File: src/rtl/gray_pkg.sv
// Shared types and constants for the grayscale conversion block.
// The optional luma weighting is selected by GRAYSCALE_LUMA_EN (see gray_pipe).
package gray_pkg;

    typedef enum logic [1:0] {
        S_RUN   = 2'd0,
        S_FLUSH = 2'd1,
        S_DONE  = 2'd2
    } gray_state_t;

    localparam logic [19:0] DIV3_MUL   = 20'd683;
    localparam int          DIV3_SHIFT = 11;
    localparam logic [15:0] LUMA_R     = 16'd77;
    localparam logic [15:0] LUMA_G     = 16'd150;
    localparam logic [15:0] LUMA_B     = 16'd29;

    // Multiply-shift equals floor(sum/3) exactly over the whole 0..765 range.
    function automatic logic [7:0] div3(input logic [9:0] sum);
        logic [19:0] prod;
        prod = {10'd0, sum} * DIV3_MUL;
        return prod[DIV3_SHIFT +: 8];
    endfunction

endpackage

File: src/rtl/gray_pipe.sv
// Two-stage RGB-to-gray datapath with valid bits; the whole pipe moves only on advance.
// GRAYSCALE_LUMA_EN selects BT.601-style weights instead of the plain average.
module gray_pipe
    import gray_pkg::*;
(
    input  logic        clock,
    input  logic        reset,
    input  logic        advance,
    input  logic        in_valid,
    input  logic [23:0] in_rgb,
    output logic        out_valid,
    output logic [7:0]  out_gray
);

`ifdef GRAYSCALE_LUMA_EN
    localparam int S1_W = 16;
`else
    localparam int S1_W = 10;
`endif

    logic            s1_valid_q;
    logic            s2_valid_q;
    logic [S1_W-1:0] s1_data_q;
    logic [S1_W-1:0] s1_data_d;
    logic [7:0]      s2_data_q;
    logic [7:0]      s2_data_d;

    // Stage results computed from the current inputs / stage-1 register.
    always_comb begin
`ifdef GRAYSCALE_LUMA_EN
        s1_data_d = LUMA_R * {8'd0, in_rgb[23:16]}
                  + LUMA_G * {8'd0, in_rgb[15:8]}
                  + LUMA_B * {8'd0, in_rgb[7:0]};
        s2_data_d = s1_data_q[15:8];
`else
        s1_data_d = {2'b00, in_rgb[23:16]} + {2'b00, in_rgb[15:8]} + {2'b00, in_rgb[7:0]};
        s2_data_d = div3(s1_data_q);
`endif
    end

    // Pipeline registers; a stall freezes both stages together.
    always_ff @(posedge clock or posedge reset) begin
        if (reset) begin
            s1_valid_q <= 1'b0;
            s2_valid_q <= 1'b0;
            s1_data_q  <= '0;
            s2_data_q  <= 8'd0;
        end else if (advance) begin
            s1_valid_q <= in_valid;
            s2_valid_q <= s1_valid_q;
            s1_data_q  <= s1_data_d;
            s2_data_q  <= s2_data_d;
        end
    end

    assign out_valid = s2_valid_q;
    assign out_gray  = s2_valid_q ? s2_data_q : 8'd0;

endmodule

File: src/rtl/grayscale.sv
// Frame-counting RGB-to-gray stage between two show-ahead FIFOs; pulses done per frame.
// Define GRAYSCALE_LUMA_EN for luma weighting; handshake and timing are unchanged.
module grayscale
    import gray_pkg::*;
#(
    parameter int IMG_WIDTH  = 540,
    parameter int IMG_HEIGHT = 720
)
(
    input  logic        clock,
    input  logic        reset,
    output logic        rgb_rd_en,
    input  logic        rgb_empty,
    input  logic [23:0] rgb_dout,
    output logic        gray_wr_en,
    input  logic        gray_full,
    output logic [7:0]  gray_din,
    output logic        done
);

    localparam int          FRAME_PIX = IMG_WIDTH * IMG_HEIGHT;
    localparam logic [19:0] LAST_PIX  = 20'(FRAME_PIX - 1);

    gray_state_t state_q;
    gray_state_t state_d;
    logic [19:0] cnt_q;
    logic [19:0] cnt_d;
    logic        done_q;
    logic        done_d;
    logic        s1_busy_q;
    logic        s2_valid_s;
    logic        advance_s;

    assign advance_s  = !s2_valid_s || !gray_full;
    assign rgb_rd_en  = !reset && (state_q == S_RUN) && !rgb_empty && advance_s;
    assign gray_wr_en = s2_valid_s && !gray_full;
    assign done       = done_q;

    gray_pipe u_pipe (
        .clock     (clock),
        .reset     (reset),
        .advance   (advance_s),
        .in_valid  (rgb_rd_en),
        .in_rgb    (rgb_dout),
        .out_valid (s2_valid_s),
        .out_gray  (gray_din)
    );

    // Frame sequencing: count pops, wait for the pipe to drain, then one done cycle.
    always_comb begin
        state_d = state_q;
        cnt_d   = cnt_q;
        done_d  = 1'b0;
        case (state_q)
            S_RUN: begin
                if (rgb_rd_en) begin
                    cnt_d = cnt_q + 20'd1;
                    if (cnt_q == LAST_PIX) begin
                        state_d = S_FLUSH;
                    end else begin
                        state_d = S_RUN;
                    end
                end else begin
                    cnt_d = cnt_q;
                end
            end
            S_FLUSH: begin
                if (!s1_busy_q && !s2_valid_s) begin
                    state_d = S_DONE;
                    done_d  = 1'b1;
                end else begin
                    state_d = S_FLUSH;
                end
            end
            S_DONE: begin
                state_d = S_RUN;
                cnt_d   = 20'd0;
            end
            default: begin
                state_d = S_RUN;
                cnt_d   = 20'd0;
            end
        endcase
    end

    // Shadow of the stage-1 valid bit so the drain check needs no extra pipe port.
    always_ff @(posedge clock or posedge reset) begin
        if (reset) begin
            state_q   <= S_RUN;
            cnt_q     <= 20'd0;
            done_q    <= 1'b0;
            s1_busy_q <= 1'b0;
        end else begin
            state_q <= state_d;
            cnt_q   <= cnt_d;
            done_q  <= done_d;
            if (advance_s) begin
                s1_busy_q <= rgb_rd_en;
            end
        end
    end

endmodule

File: config.mk
export PLATFORM = sky130hd
export DESIGN_NAME = grayscale
export DESIGN_NICKNAME = d
export VERILOG_FILES = /design/src/rtl/gray_pkg.sv /design/src/rtl/gray_pipe.sv /design/src/rtl/grayscale.sv
export SDC_FILE = /design/constraint.sdc
export NUM_CORES = 1
export LEC_CHECK = 0
export ABC_AREA = 1
export BUFFER_PORTS_ARGS = -buffer_cell sky130_fd_sc_hd__buf_2
export CAP_MARGIN = 20
export CORE_MARGIN = 2
export CORE_UTILIZATION = 60
export DETAILED_ROUTE_END_ITERATION = 6
export PLACE_DENSITY = 0.8
export SYNTH_ARGS = -nofsm -noshare
export SYNTH_HDL_FRONTEND = slang
export SYNTH_SLANG_ARGS = --single-unit
File: constraint.sdc
create_clock -name clock -period 4.8 [get_ports clock]
set_clock_uncertainty 0.1 [all_clocks]
set_input_delay 0.48 -clock clock [delete_from_list [all_inputs] [get_ports clock]]
set_output_delay 0.48 -clock clock [all_outputs]
set_load 0.005 [all_outputs]
# Word-level counts from Yosys, hierarchy flattened
# Cells that the tools add are included.
[word_totals] register_bits=43 out_inout_bits=11 input_bits=28 word_cells=37
[op_classes] n_bitwise=1 n_mux=9 n_reduce_logical=13 addsub=3 n_eq_ne=3 n_mul=1
[op_table] op="20-bit case mux with 2 select lines" count=1
[op_table] op="20-bit by 1-bit adder with 20-bit output (second input constant)" count=1
[op_table] op="20-bit by 19-bit == test with 1-bit output (second input constant)" count=1
[op_table] op="20-bit 2-to-1 mux" count=1
[op_table] op="10-bit by 10-bit multiplier with 19-bit output (second input constant)" count=1
[op_table] op="10-bit by 8-bit adder with 10-bit output" count=1
[op_table] op="8-bit by 8-bit adder with 9-bit output" count=1
[op_table] op="8-bit 2-to-1 mux" count=1
[op_table] op="1-bit logical AND" count=5
[op_table] op="1-bit zero test" count=5
[op_table] op="2-bit 2-to-1 mux" count=2
[op_table] op="2-bit case mux with 2 select lines" count=1
[op_table] op="1-bit 2-to-1 mux" count=3
[op_table] op="2-bit by 1-bit == test with 1-bit output (second input constant)" count=1
[op_table] op="2-bit zero test" count=1
[op_table] op="2-bit by 1-bit inequality test with 1-bit output (second input constant)" count=1
[op_table] op="2-bit AND reduction" count=1
[op_table] op="1-bit logical OR" count=1
[op_table] op="1-bit inverter" count=1

# Depth between registers and ports, before layout
# Gate-level depths: netlist of run 1.
[depth] ltp_word=6 ltp_mapped=19 mapped_depth_nobuf=19

# Hierarchy
# A second synthesis of run 1 with hierarchy kept.
[hier_totals] hier_cells=608 hier_area_um2=4679.5
[by_module_without_submodules] mod="gray_pipe" instances=1 area_each_um2=3196.8 seq_area_each_um2=500.5 cells_each=408
[by_module_without_submodules] mod="grayscale" instances=1 area_each_um2=1482.7 seq_area_each_um2=600.6 cells_each=200

# Worst setup path after synthesis of run 1
# No wires, ideal clock.
[synth_path] path_type="register to register" startpoint="register u_pipe.s1_data_q[5]" endpoint="register u_pipe.s2_data_q[4]" n_path_buf=0 path_stages_with_launch=19 t_arrival_ns=3.674 synth_period_minus_slack_ns=3.892 slack_ns=0.908 required_ns=4.582 setup_time_ns=0.118 cell_sequence="dfrtp_1 > ha_1 > ha_1 > inv_1 > fa_1 > inv_1 > fa_1 > inv_1 > fa_1 > inv_1 > ha_1 > nand2_1 > nor2_1 > nand2_1 > or2_2 > nand2_1 > nand2_1 > nand3_1 > nand2_1"
[synth_via] elab_chain_cells=1
[synth_lines] element="start, declared" line_no="gray_pipe.sv:23" text="logic [S1_W-1:0] s1_data_q;"
[synth_lines] element="start signal, assigned" line_no="gray_pipe.sv:51" text="s1_data_q <= s1_data_d;"
[synth_lines] element="10-bit by 10-bit multiplier with 19-bit output" line_no="gray_pkg.sv:20" text="prod = {10'd0, sum} * DIV3_MUL;"
[synth_lines] element="end signal, assigned" line_no="gray_pipe.sv:52" text="s2_data_q <= s2_data_d;"
[synth_lines] element="end, declared" line_no="gray_pipe.sv:25" text="logic [7:0] s2_data_q;"
# No other way between the ends.
# A chain may end at the register's enable or synchronous reset.

# Worst setup path after layout of run 1
# Ends and elaborated chain as after synthesis.

==> results.sh, run 1 <==
export IMPL_status="finished, final reports clean"
export IMPL_cts_clk_slew_worst_paths_ps=80
export IMPL_yosysTopAreaCell="dfrtp_1"
export IMPL_hold_path_class="in -> async"
export IMPL_grt_max_degree=44
export IMPL_clock_path_buffers=2
export IMPL_wl_per_cell_um=13.3
export IMPL_grt_use_met2=0.442
export IMPL_clockRootBuffer="clkbuf_8"
export IMPL_syn_inst=630
export IMPL_io_pins=39
export IMPL_use_met3=0.0325
export IMPL_finalCritPeriodShare=0.879
export IMPL_rsz0062_at_grt="no"
export IMPL_yosys_warnings=0
export IMPL_antenna_found_initial=0
export IMPL_clock_sinks=43
export IMPL_drv_slew=0
export IMPL_fp_dieW_um=92.9
export IMPL_io_buffers=38
export IMPL_worst_slew_pin_transition_ps=816
export IMPL_remaining_drc_errors=0
export IMPL_nets=795
export IMPL_fin_setup_tns_ps=0
export IMPL_vias=4248
export IMPL_vias_per_cell=5.51
export IMPL_die_height_um=92.9
export IMPL_grt_pass1_vias=4113
export IMPL_cts_inserted_buffers=5
export IMPL_clkLatencyLatePin_ps=300
export IMPL_cap_violations=0
export IMPL_start_util=0.616
export IMPL_setup_viol=0
export IMPL_ys_ff_latch=43
export IMPL_drt_pass1_iterations=5
export IMPL_synth_top_area_share=0.227
export IMPL_r2r_slack_ps=580
export IMPL_ctsHoldBuffers=0
export IMPL_grt_busiest_layer="met2"
export IMPL_fin_cells=771
export IMPL_drt_total_wl_mm=10.3
export IMPL_cp_max_fo=5
export IMPL_track_usage=0.257
export IMPL_worstReg2RegStart="u_pipe.s1_data_q[5]$_DFFE_PP0P_"
export IMPL_cp_required_ps=4880
export IMPL_cts_resized=0
export IMPL_post_route_min_period_ps=4220
export IMPL_r2r_end="u_pipe.s2_data_q[4]$_DFFE_PP0P_"
export IMPL_grt_pass1_wl_mm=18.0
export IMPL_dp_cells=764
export IMPL_grt_ovfl_total=0
export IMPL_end_kind="flop"
export IMPL_ys_seq_area_frac=0.227
export IMPL_synthToLayoutAreaGrowth_pct=7.92
export IMPL_h_tree_depth=2
export IMPL_antenna_cells=0
export IMPL_fmax_mhz=237
export IMPL_avgSynthCellArea_um2=7.52
export IMPL_syn_area_um2=4740
export IMPL_core_area_um2=7690
export IMPL_synth_area_leaders="dfrtp_1 (23%), ha_1 (20%), nand2_1 (12%)"
export IMPL_drt_iter0_markers=217
export IMPL_crit_type="reg -> reg"
export IMPL_cp_start_kind="flop"
export IMPL_yosysUniqueCellTypes=34
export IMPL_drive_above_1_share=0.0882
export IMPL_hpwl_mm=8.27
export IMPL_placementRows=32
export IMPL_syn_num_nets=756
export IMPL_cts_setup_buffers=0
export IMPL_fillers=667
export IMPL_r2r_cells=18
export IMPL_grtUsageMet1=0.338
export IMPL_ant_nets=0
export IMPL_crit_arrival_ps=4300
export IMPL_die_area_um2=8620
export IMPL_finalHoldViolCount=0
export IMPL_place_gp_congestion=0.943
export IMPL_slew_headroom=0.455
export IMPL_cts_tree="built"
-- synthesized netlist by cell type --
cell type / number
nor2_2: 1
ha_1: 75
o211ai_1: 1
o21bai_1: 1
nor3_1: 12
fa_1: 23
a21oi_1: 31
nand2_1: 155
dfrtp_1: 43
o21a_1: 4
buf_4: 1
nand3b_1: 5
a21oi_2: 1
buf_6: 1
o31ai_1: 4
o22ai_1: 1
inv_1: 102
a21o_1: 4
inv_2: 3
nor2_8: 1
nor4_1: 4
a31oi_1: 1
o21ai_0: 26
nor4_4: 1
clkinv_1: 1
xnor2_1: 5
nand3_1: 44
and2_1: 1
nand4_1: 16
nand2_4: 1
or2_2: 5
xor2_1: 12
nor2_1: 39
clkbuf_1: 5
-- cell families (layout without fill, tap and decap cells) --
family	after synthesis	in the layout	share of synthesized area
simple gates	285	285	0.267
buf+inv	113	152	0.0919
fa+ha+maj	98	98	0.295
compound gates	74	74	0.0869
flops	43	43	0.227
xor+xnor	17	17	0.0314
-- stage by stage --
step                setup WS, ps  hold WS [ps]  instance area (um2)   util
finish                       581           238                 5110  0.665
global route                 410           292                 5110  0.665
CTS                          597           258                 5110  0.665
detailed placement           611           366                 5030  0.654
global placement             677           363                 5030  0.654
floorplan                    908           343                 4740      -
-- per-layer routing --
| layer | vias to the layer above | part of all wire |
|---|---|---|
| met5 | - | 0 |
| met4 | 0 | 0.019 |
| met3 | 17 | 0.039 |
| met2 | 98 | 0.49 |
| met1 | 2001 | 0.45 |
| li1 | 2132 | - |
-- area by class of cell --
cell class	instances	area [um2]	area share
multi-input combinational	474	3230	0.631
sequential	43	1080	0.210
inverter	106	398	0.0778
timing repair buffer	39	198	0.0387
tap	102	128	0.0250
clock buffer	6	82.6	0.0161
clock inverter	1	5.00	0.000979
-- placed cells by master (no fill, tap or decap), drive strengths merged, types with 2 or more instances in the layout --
| cell | Yosys | routed |
|---|---|---|
| ha | 75 | 75 |
| a21oi | 32 | 32 |
| clkbuf | 5 | 6 |
| nand3 | 44 | 44 |
| o21ai | 26 | 26 |
| nor2 | 41 | 41 |
| nand4 | 16 | 16 |
| dfrtp | 43 | 43 |
| nand3b | 5 | 5 |
| xnor2 | 5 | 5 |
| o31ai | 4 | 4 |
| or2 | 5 | 5 |
| nand2 | 156 | 156 |
| a21o | 4 | 4 |
| clkinv | 1 | 2 |
| o21a | 4 | 4 |
| buf | 2 | 39 |
| xor2 | 12 | 12 |
| nor3 | 12 | 12 |
| fa | 23 | 23 |
| inv | 105 | 105 |
| nor4 | 5 | 5 |
-- sequential cells by signal, indices dropped and copies added, names as in the netlist --
| register | flops |
|---|---|
| done | 1 |
| u_pipe.s1_data_q | 10 |
| u_pipe.s1_valid_q | 1 |
| state_q | 2 |
| u_pipe.s2_data_q | 8 |
| cnt_q | 20 |
| u_pipe.out_valid | 1 |
-- how the worst max path moves through the flow --
stage | from | to | slack [ps] | depth (start not counted)
finish | u_pipe.s1_data_q[5]$_DFFE_PP0P_ | u_pipe.s2_data_q[4]$_DFFE_PP0P_ | 580 | 18
CTS | u_pipe.s1_data_q[5]$_DFFE_PP0P_ | u_pipe.s2_data_q[4]$_DFFE_PP0P_ | 600 | 18
global placement | u_pipe.s1_data_q[6]$_DFFE_PP0P_ | u_pipe.s2_data_q[4]$_DFFE_PP0P_ | 680 | 16
global route | u_pipe.s1_data_q[5]$_DFFE_PP0P_ | u_pipe.s2_data_q[4]$_DFFE_PP0P_ | 410 | 18
detailed placement | u_pipe.s1_data_q[5]$_DFFE_PP0P_ | u_pipe.s2_data_q[4]$_DFFE_PP0P_ | 610 | 18
floorplan | u_pipe.s1_data_q[5]$_DFFE_PP0P_ | u_pipe.s2_data_q[4]$_DFFE_PP0P_ | 910 | 18
-- worst max-delay path, cell delays in order, from the launching register on --
cell and delay, ps:
dfrtp_1 460, ha_1 350, ha_1 290, inv_1 60
fa_1 550, inv_1 70, fa_1 520, inv_1 60
fa_1 500, inv_1 40, ha_1 300, nand2_1 70
nor2_1 140, nand2_1 60, or2_2 300, nand2_1 60
nand2_1 40, nand3_1 60, nand2_1 70
Power of run 1 is left out: the tool's default activity adds up to more than one toggle a clock period on the data nets, which glitch-free logic cannot reach.
==> inputs of run 2 (changes only) <==
CORE_UTILIZATION = 56   (was 60)
PLACE_DENSITY = 0.78   (was 0.8)
clock period = 3.6 ns   (was 4.8 ns; I/O delays follow)
==> run 2 against run 1 <==
Effect of this change:
- the run now ends with setup timing left
- count of clock-buffer cells in the layout unchanged
- cell count up 5.8%
- utilization up 4.8 points
- worst setup slack worse by 890 ps
- largest cell class unchanged
==> results.sh, run 2 (synthesis results as in run 1) <==
export IMPL_drt_total_wl_mm=11.7
export IMPL_io_buffers=38
export IMPL_layout_commonest_cell="nand2_1"
export IMPL_largest_reg_flops=20
export IMPL_drv_slew=0
export IMPL_setup_viol=8
export IMPL_crit_type="reg -> reg"
export IMPL_rsz0062_at_grt="yes"
export IMPL_clkLatencyLatePin_ps=290
export IMPL_die_height_um=96.0
export IMPL_vias_per_cell=5.52
export IMPL_utilization=0.713
export IMPL_nets=836
export IMPL_synthToLayoutAreaGrowth_pct=23.7
export IMPL_place_gp_congestion=0.996
export IMPL_vias=4501
export IMPL_grt_pass1_wl_mm=19.7
export IMPL_antenna_cells=0
export IMPL_end_kind="flop"
export IMPL_start_util=0.577
export IMPL_cts_tree="built"
export IMPL_cts_inserted_buffers=5
export IMPL_hpwl_mm=8.98
export IMPL_antenna_found_initial=0
export IMPL_cp_max_fo=4
export IMPL_r2r_slack_ps=-310
export IMPL_critPathMaxStageDelay_ps=570
export IMPL_finalCritPeriodShare=1.09
export IMPL_crit_top_cell="nand2_1"
export IMPL_largest_register="cnt_q"
export IMPL_grt_max_degree=29
export IMPL_finalHoldViolCount=0
export IMPL_placementRows=33
export IMPL_drt_iter0_markers=203
export IMPL_fp_dieW_um=96.0
export IMPL_failed_checks="setup timing"
export IMPL_hold_path_class="in -> async"
export IMPL_clock_sinks=43
export IMPL_crit_arrival_ps=4000
export IMPL_crit_family="adder cells"
export IMPL_cp_start_kind="flop"
export IMPL_mostFrequentLayoutCells="nand2_1 (146), inv_1 (95), ha_1 (54), nand3_1 (41), buf_4 (41)"
export IMPL_crit_buf_inv=2
export IMPL_ant_nets=0
export IMPL_clock_path_buffers=2
export IMPL_status="finished, violations left"
export IMPL_grt_pass1_vias=4363
export IMPL_cts_clk_slew_worst_paths_ps=90
export IMPL_die_area_um2=9210
export IMPL_remaining_drc_errors=0
export IMPL_wl_per_cell_um=14.4
export IMPL_clockRootBuffer="clkbuf_8"
export IMPL_worst_slew_pin_transition_ps=884
export IMPL_h_tree_depth=2
export IMPL_fmax_mhz=256
export IMPL_reg_top3="cnt_q: 20 flops, u_pipe.s1_data_q: 10 flops, u_pipe.s2_data_q: 8 flops"
export IMPL_cap_violations=0
export IMPL_drt_pass1_iterations=5
export IMPL_grt_ovfl_total=0
export IMPL_slowest_stage="fa_1"
export IMPL_drive_above_1_share=0.225
export IMPL_fin_setup_tns_ps=-1880
export IMPL_io_pins=39
export IMPL_post_route_min_period_ps=3910
export IMPL_core_area_um2=8220
export IMPL_crit_chain="ha_4 > ha_4 > fa_1 > inv_2 > fa_2 > fa_1 > inv_2 > ha_4 > nand2_2 > nor2_2 > nand2_1 > or2_4 > nand2_1 > nand2_1 > nand3_1 > nand2_1"
export IMPL_track_usage=0.271
export IMPL_cp_required_ps=3690
export IMPL_slew_headroom=0.410
export IMPL_finalWorstSetupSlack_ps=-309
==> run 2: cell types whose count changed in the layout (fill, tap and decap cells not counted), moves of 7 or more <==
| cell | previous run | this run |
|---|---|---|
| nand2_1 | 155 | 146 |
| ha_4 | 0 | 20 |
| inv_1 | 102 | 95 |
| nand2_2 | 0 | 7 |
| buf_4 | 1 | 41 |
| inv_2 | 3 | 10 |
| ha_1 | 75 | 54 |
| a21oi_1 | 31 | 24 |
==> run 2: final timing paths <==
kind / startpoint / endpoint / cells after the start
worst max-delay path: u_pipe.s1_data_q[6]$_DFFE_PP0P_ / u_pipe.s2_data_q[4]$_DFFE_PP0P_ / 16
worst min register to register: u_pipe.s2_data_q[0]$_DFFE_PP0P_ / u_pipe.s2_data_q[0]$_DFFE_PP0P_ / 2
max in group asynchronous: reset / u_pipe.s1_data_q[2]$_DFFE_PP0P_ / 3
min in group clock: rgb_dout[0] / u_pipe.s1_data_q[0]$_DFFE_PP0P_ / 4
worst min-delay path: reset / cnt_q[5]$_DFFE_PP0P_ / 2
worst max register to register: u_pipe.s1_data_q[6]$_DFFE_PP0P_ / u_pipe.s2_data_q[4]$_DFFE_PP0P_ / 16
==> run 2: per-layer routing <==
metal | wire length, um | part of all wire | global-route usage | up-vias
met4 | 323 | 0.027 | 0.0679 | 0
met5 | 0 | 0 | 0 | -
li1 | - | - | - | 2219
met2 | 5920 | 0.50 | 0.488 | 136
met3 | 512 | 0.044 | 0.0345 | 28
met1 | 4990 | 0.43 | 0.344 | 2118
==> run 2: what timing repair did <==
item | CTS | global route
hold buffers | 0 | 0
pin swaps | 15 | 22
cloned | 0 | 0
buffers inserted | 3 | 4
gates resized for setup | 30 | 17
endpoints found under the setup margin | 8 | 8
==> run 2: through the flow <==
step                      cell area (um2)  hold WS, ps  cells  setup WS [ps]
after global placement               5450          368    801           -253
after global routing                 5860          268    816           -484
after floorplan                      4900          343    630          -96.9
after CTS                            5730          200    812           -225
after detailed placement             5450          370    801           -280
final                                5860          174    816           -309
==> run 2: cell type report <==
type                    instances  area [um2]
clock buffers                   6        72.6
clock inverters                 2        60.1
fillers                       602        2360
inverters                     106         398
multi-input cells             474        3610
flip-flops and latches         43        1080
well taps                     105         131
repair buffers                 80         509
==> run 2: worst register-to-register path, stage by stage, from the launching register on <==
cell and delay, ps:
dfrtp_2 450, ha_4 290, ha_4 210, fa_1 580, inv_2 50, fa_2 490
fa_1 540, inv_2 50, ha_4 300, nand2_2 80, nor2_2 130, nand2_1 70
or2_4 230, nand2_1 60, nand2_1 60, nand3_1 70, nand2_1 50
Power of run 2 is left out for the same reason.
==> inputs of run 3 (changes only) <==
SETUP_SLACK_MARGIN = 0.3   (was default)
==> run 3 against run 2 <==
Effect of this change:
- the run still ends with setup timing left
- critical path depth unchanged
- non-clock buffer count down 2
- first-iteration DRC count up 3.9%
- maximum frequency up 3.4%
- utilization down 0.81 points
- global-route usage up 0.14 points
- design area down 1.1%
- routed wire length down 4.1%
- worst setup slack better by 130 ps
- critical path type unchanged
- critical endpoint is now u_pipe.s2_data_q[7]$_DFFE_PP0P_
==> results.sh, run 3 (synthesis results as in run 1) <==
export IMPL_worst_slew_pin_transition_ps=651
export IMPL_vias_per_cell=5.38
export IMPL_layout_commonest_cell="nand2_1"
export IMPL_rsz0062_at_grt="yes"
export IMPL_grt_ovfl_total=0
export IMPL_io_buffers=38
export IMPL_status="finished, violations left"
export IMPL_antenna_cells=0
export IMPL_clkLatencyLatePin_ps=310
export IMPL_core_area_um2=8220
export IMPL_placementRows=33
export IMPL_ant_nets=0
export IMPL_fmax_mhz=264
export IMPL_grt_pass1_wl_mm=19.8
export IMPL_drt_pass1_iterations=6
export IMPL_synthToLayoutAreaGrowth_pct=22.3
export IMPL_finalWorstSetupSlack_ps=-182
export IMPL_dp_cells=800
export IMPL_place_gp_congestion=0.988
export IMPL_crit_chain="ha_4 > inv_2 > fa_1 > fa_1 > inv_1 > fa_1 > ha_4 > ha_4 > a21oi_4 > nor2_1 > nor2_1 > nor2_1 > nor2_1 > nand3_1 > nand3_1 > nand2_1"
export IMPL_crit_buf_inv=2
export IMPL_r2r_end="u_pipe.s2_data_q[7]$_DFFE_PP0P_"
export IMPL_cp_start_kind="flop"
export IMPL_h_tree_depth=2
export IMPL_drive_above_1_share=0.217
export IMPL_drt_iter0_markers=211
export IMPL_fin_area_um2=5790
export IMPL_fillers=642
export IMPL_critPathMaxStageDelay_ps=520
export IMPL_clock_sinks=43
export IMPL_drt_total_wl_mm=11.3
export IMPL_cts_inserted_buffers=5
export IMPL_cts_tree="built"
export IMPL_die_height_um=96.0
export IMPL_r2r_cells=16
export IMPL_ctsHoldBuffers=0
export IMPL_multi_input_area_um2=3600
export IMPL_largest_register="cnt_q"
export IMPL_remaining_drc_errors=0
export IMPL_slowest_stage="fa_1"
export IMPL_grt_max_degree=44
export IMPL_seqCellArea_um2=1080
export IMPL_vias=4378
export IMPL_end_kind="flop"
export IMPL_wl_per_cell_um=13.8
export IMPL_reg_top3="cnt_q: 20 flops, u_pipe.s1_data_q: 10 flops, u_pipe.s2_data_q: 8 flops"
export IMPL_nets=834
export IMPL_r2r_slack_ps=-180
export IMPL_hpwl_mm=8.87
export IMPL_drv_slew=0
export IMPL_antenna_found_initial=0
export IMPL_failed_checks="setup timing"
export IMPL_crit_family="adder cells"
export IMPL_worstReg2RegStart="u_pipe.s1_data_q[4]$_DFFE_PP0P_"
export IMPL_die_area_um2=9210
export IMPL_finalHoldViolCount=0
export IMPL_setup_viol=8
export IMPL_crit_top_cell="nor2_1"
export IMPL_slew_headroom=0.562
export IMPL_fp_dieW_um=96.0
export IMPL_finalCritPeriodShare=1.05
export IMPL_clockRootBuffer="clkbuf_8"
export IMPL_hold_path_class="in -> async"
export IMPL_cap_violations=0
export IMPL_start_util=0.577
export IMPL_crit_arrival_ps=3880
export IMPL_cts_clk_slew_worst_paths_ps=90
export IMPL_clock_path_buffers=2
export IMPL_crit_type="reg -> reg"
export IMPL_largest_reg_flops=20
export IMPL_track_usage=0.273
export IMPL_place_area_um2=5440
export IMPL_cp_max_fo=4
export IMPL_io_pins=39
export IMPL_fin_cells=814
export IMPL_grt_pass1_vias=4413
export IMPL_mostFrequentLayoutCells="nand2_1 (146), inv_1 (95), ha_1 (53), nand3_1 (44), buf_4 (39)"
export IMPL_post_route_min_period_ps=3780
export IMPL_cp_required_ps=3700
## run 3: worst register-to-register path, stage by stage (launching register included)
cell and delay, ps:
dfrtp_2 460, ha_4 280, inv_2 30, fa_1 450
fa_1 490, inv_1 50, fa_1 520, ha_4 210
ha_4 270, a21oi_4 140, nor2_1 50, nor2_1 150
nor2_1 50, nor2_1 140, nand3_1 110, nand3_1 110
nand2_1 60
## run 3: cell type report
cell class                 count  share of cell area
sequential                    43               0.187
clock inverter                 2             0.00216
timing repair buffer          78              0.0853
multi-input combinational    474               0.621
inverter                     106              0.0691
tap                          105              0.0227
clock buffer                   6              0.0125
## run 3: stage by stage
step	util	setup WS (ps)	TNS (ps)	hold slack, ps
6_report	0.705	-182	-1070	111
5_1_grt	0.705	-329	-2230	175
4_1_cts	0.697	-154	-973	128
3_5_place_dp	0.662	-312	-1930	366
3_3_place_gp	0.662	-255	-1430	367
2_1_floorplan	-	-96.9	-326	343
## run 3: repair_timing
action	4_1_cts	5_1_grt
setup buffers	5	1
pin swaps	20	12
gates resized for setup	35	10
setup endpoints to repair	8	8
## run 3: how the worst max path moves through the flow
stage,start,to,cells after the start
floorplan,u_pipe.s1_data_q[7]$_DFFE_PP0P_,u_pipe.s2_data_q[4]$_DFFE_PP0P_,18
global placement,u_pipe.s1_data_q[5]$_DFFE_PP0P_,u_pipe.s2_data_q[6]$_DFFE_PP0P_,13
detailed placement,u_pipe.s1_data_q[5]$_DFFE_PP0P_,u_pipe.s2_data_q[6]$_DFFE_PP0P_,13
CTS,u_pipe.s1_data_q[6]$_DFFE_PP0P_,u_pipe.s2_data_q[4]$_DFFE_PP0P_,16
global route,u_pipe.s1_data_q[3]$_DFFE_PP0P_,u_pipe.s2_data_q[5]$_DFFE_PP0P_,16
finish,u_pipe.s1_data_q[4]$_DFFE_PP0P_,u_pipe.s2_data_q[7]$_DFFE_PP0P_,16
## run 3: layer usage
| layer | track usage | wire length, um | share of wire | vias up |
|---|---|---|---|---|
| li1 | - | - | - | 2213 |
| met1 | 0.345 | 5050 | 0.45 | 2038 |
| met2 | 0.488 | 5600 | 0.50 | 113 |
| met3 | 0.0376 | 454 | 0.040 | 14 |
| met4 | 0.0690 | 167 | 0.015 | 0 |
| met5 | 0 | 0 | 0 | - |
Power of run 3 is left out for the same reason.
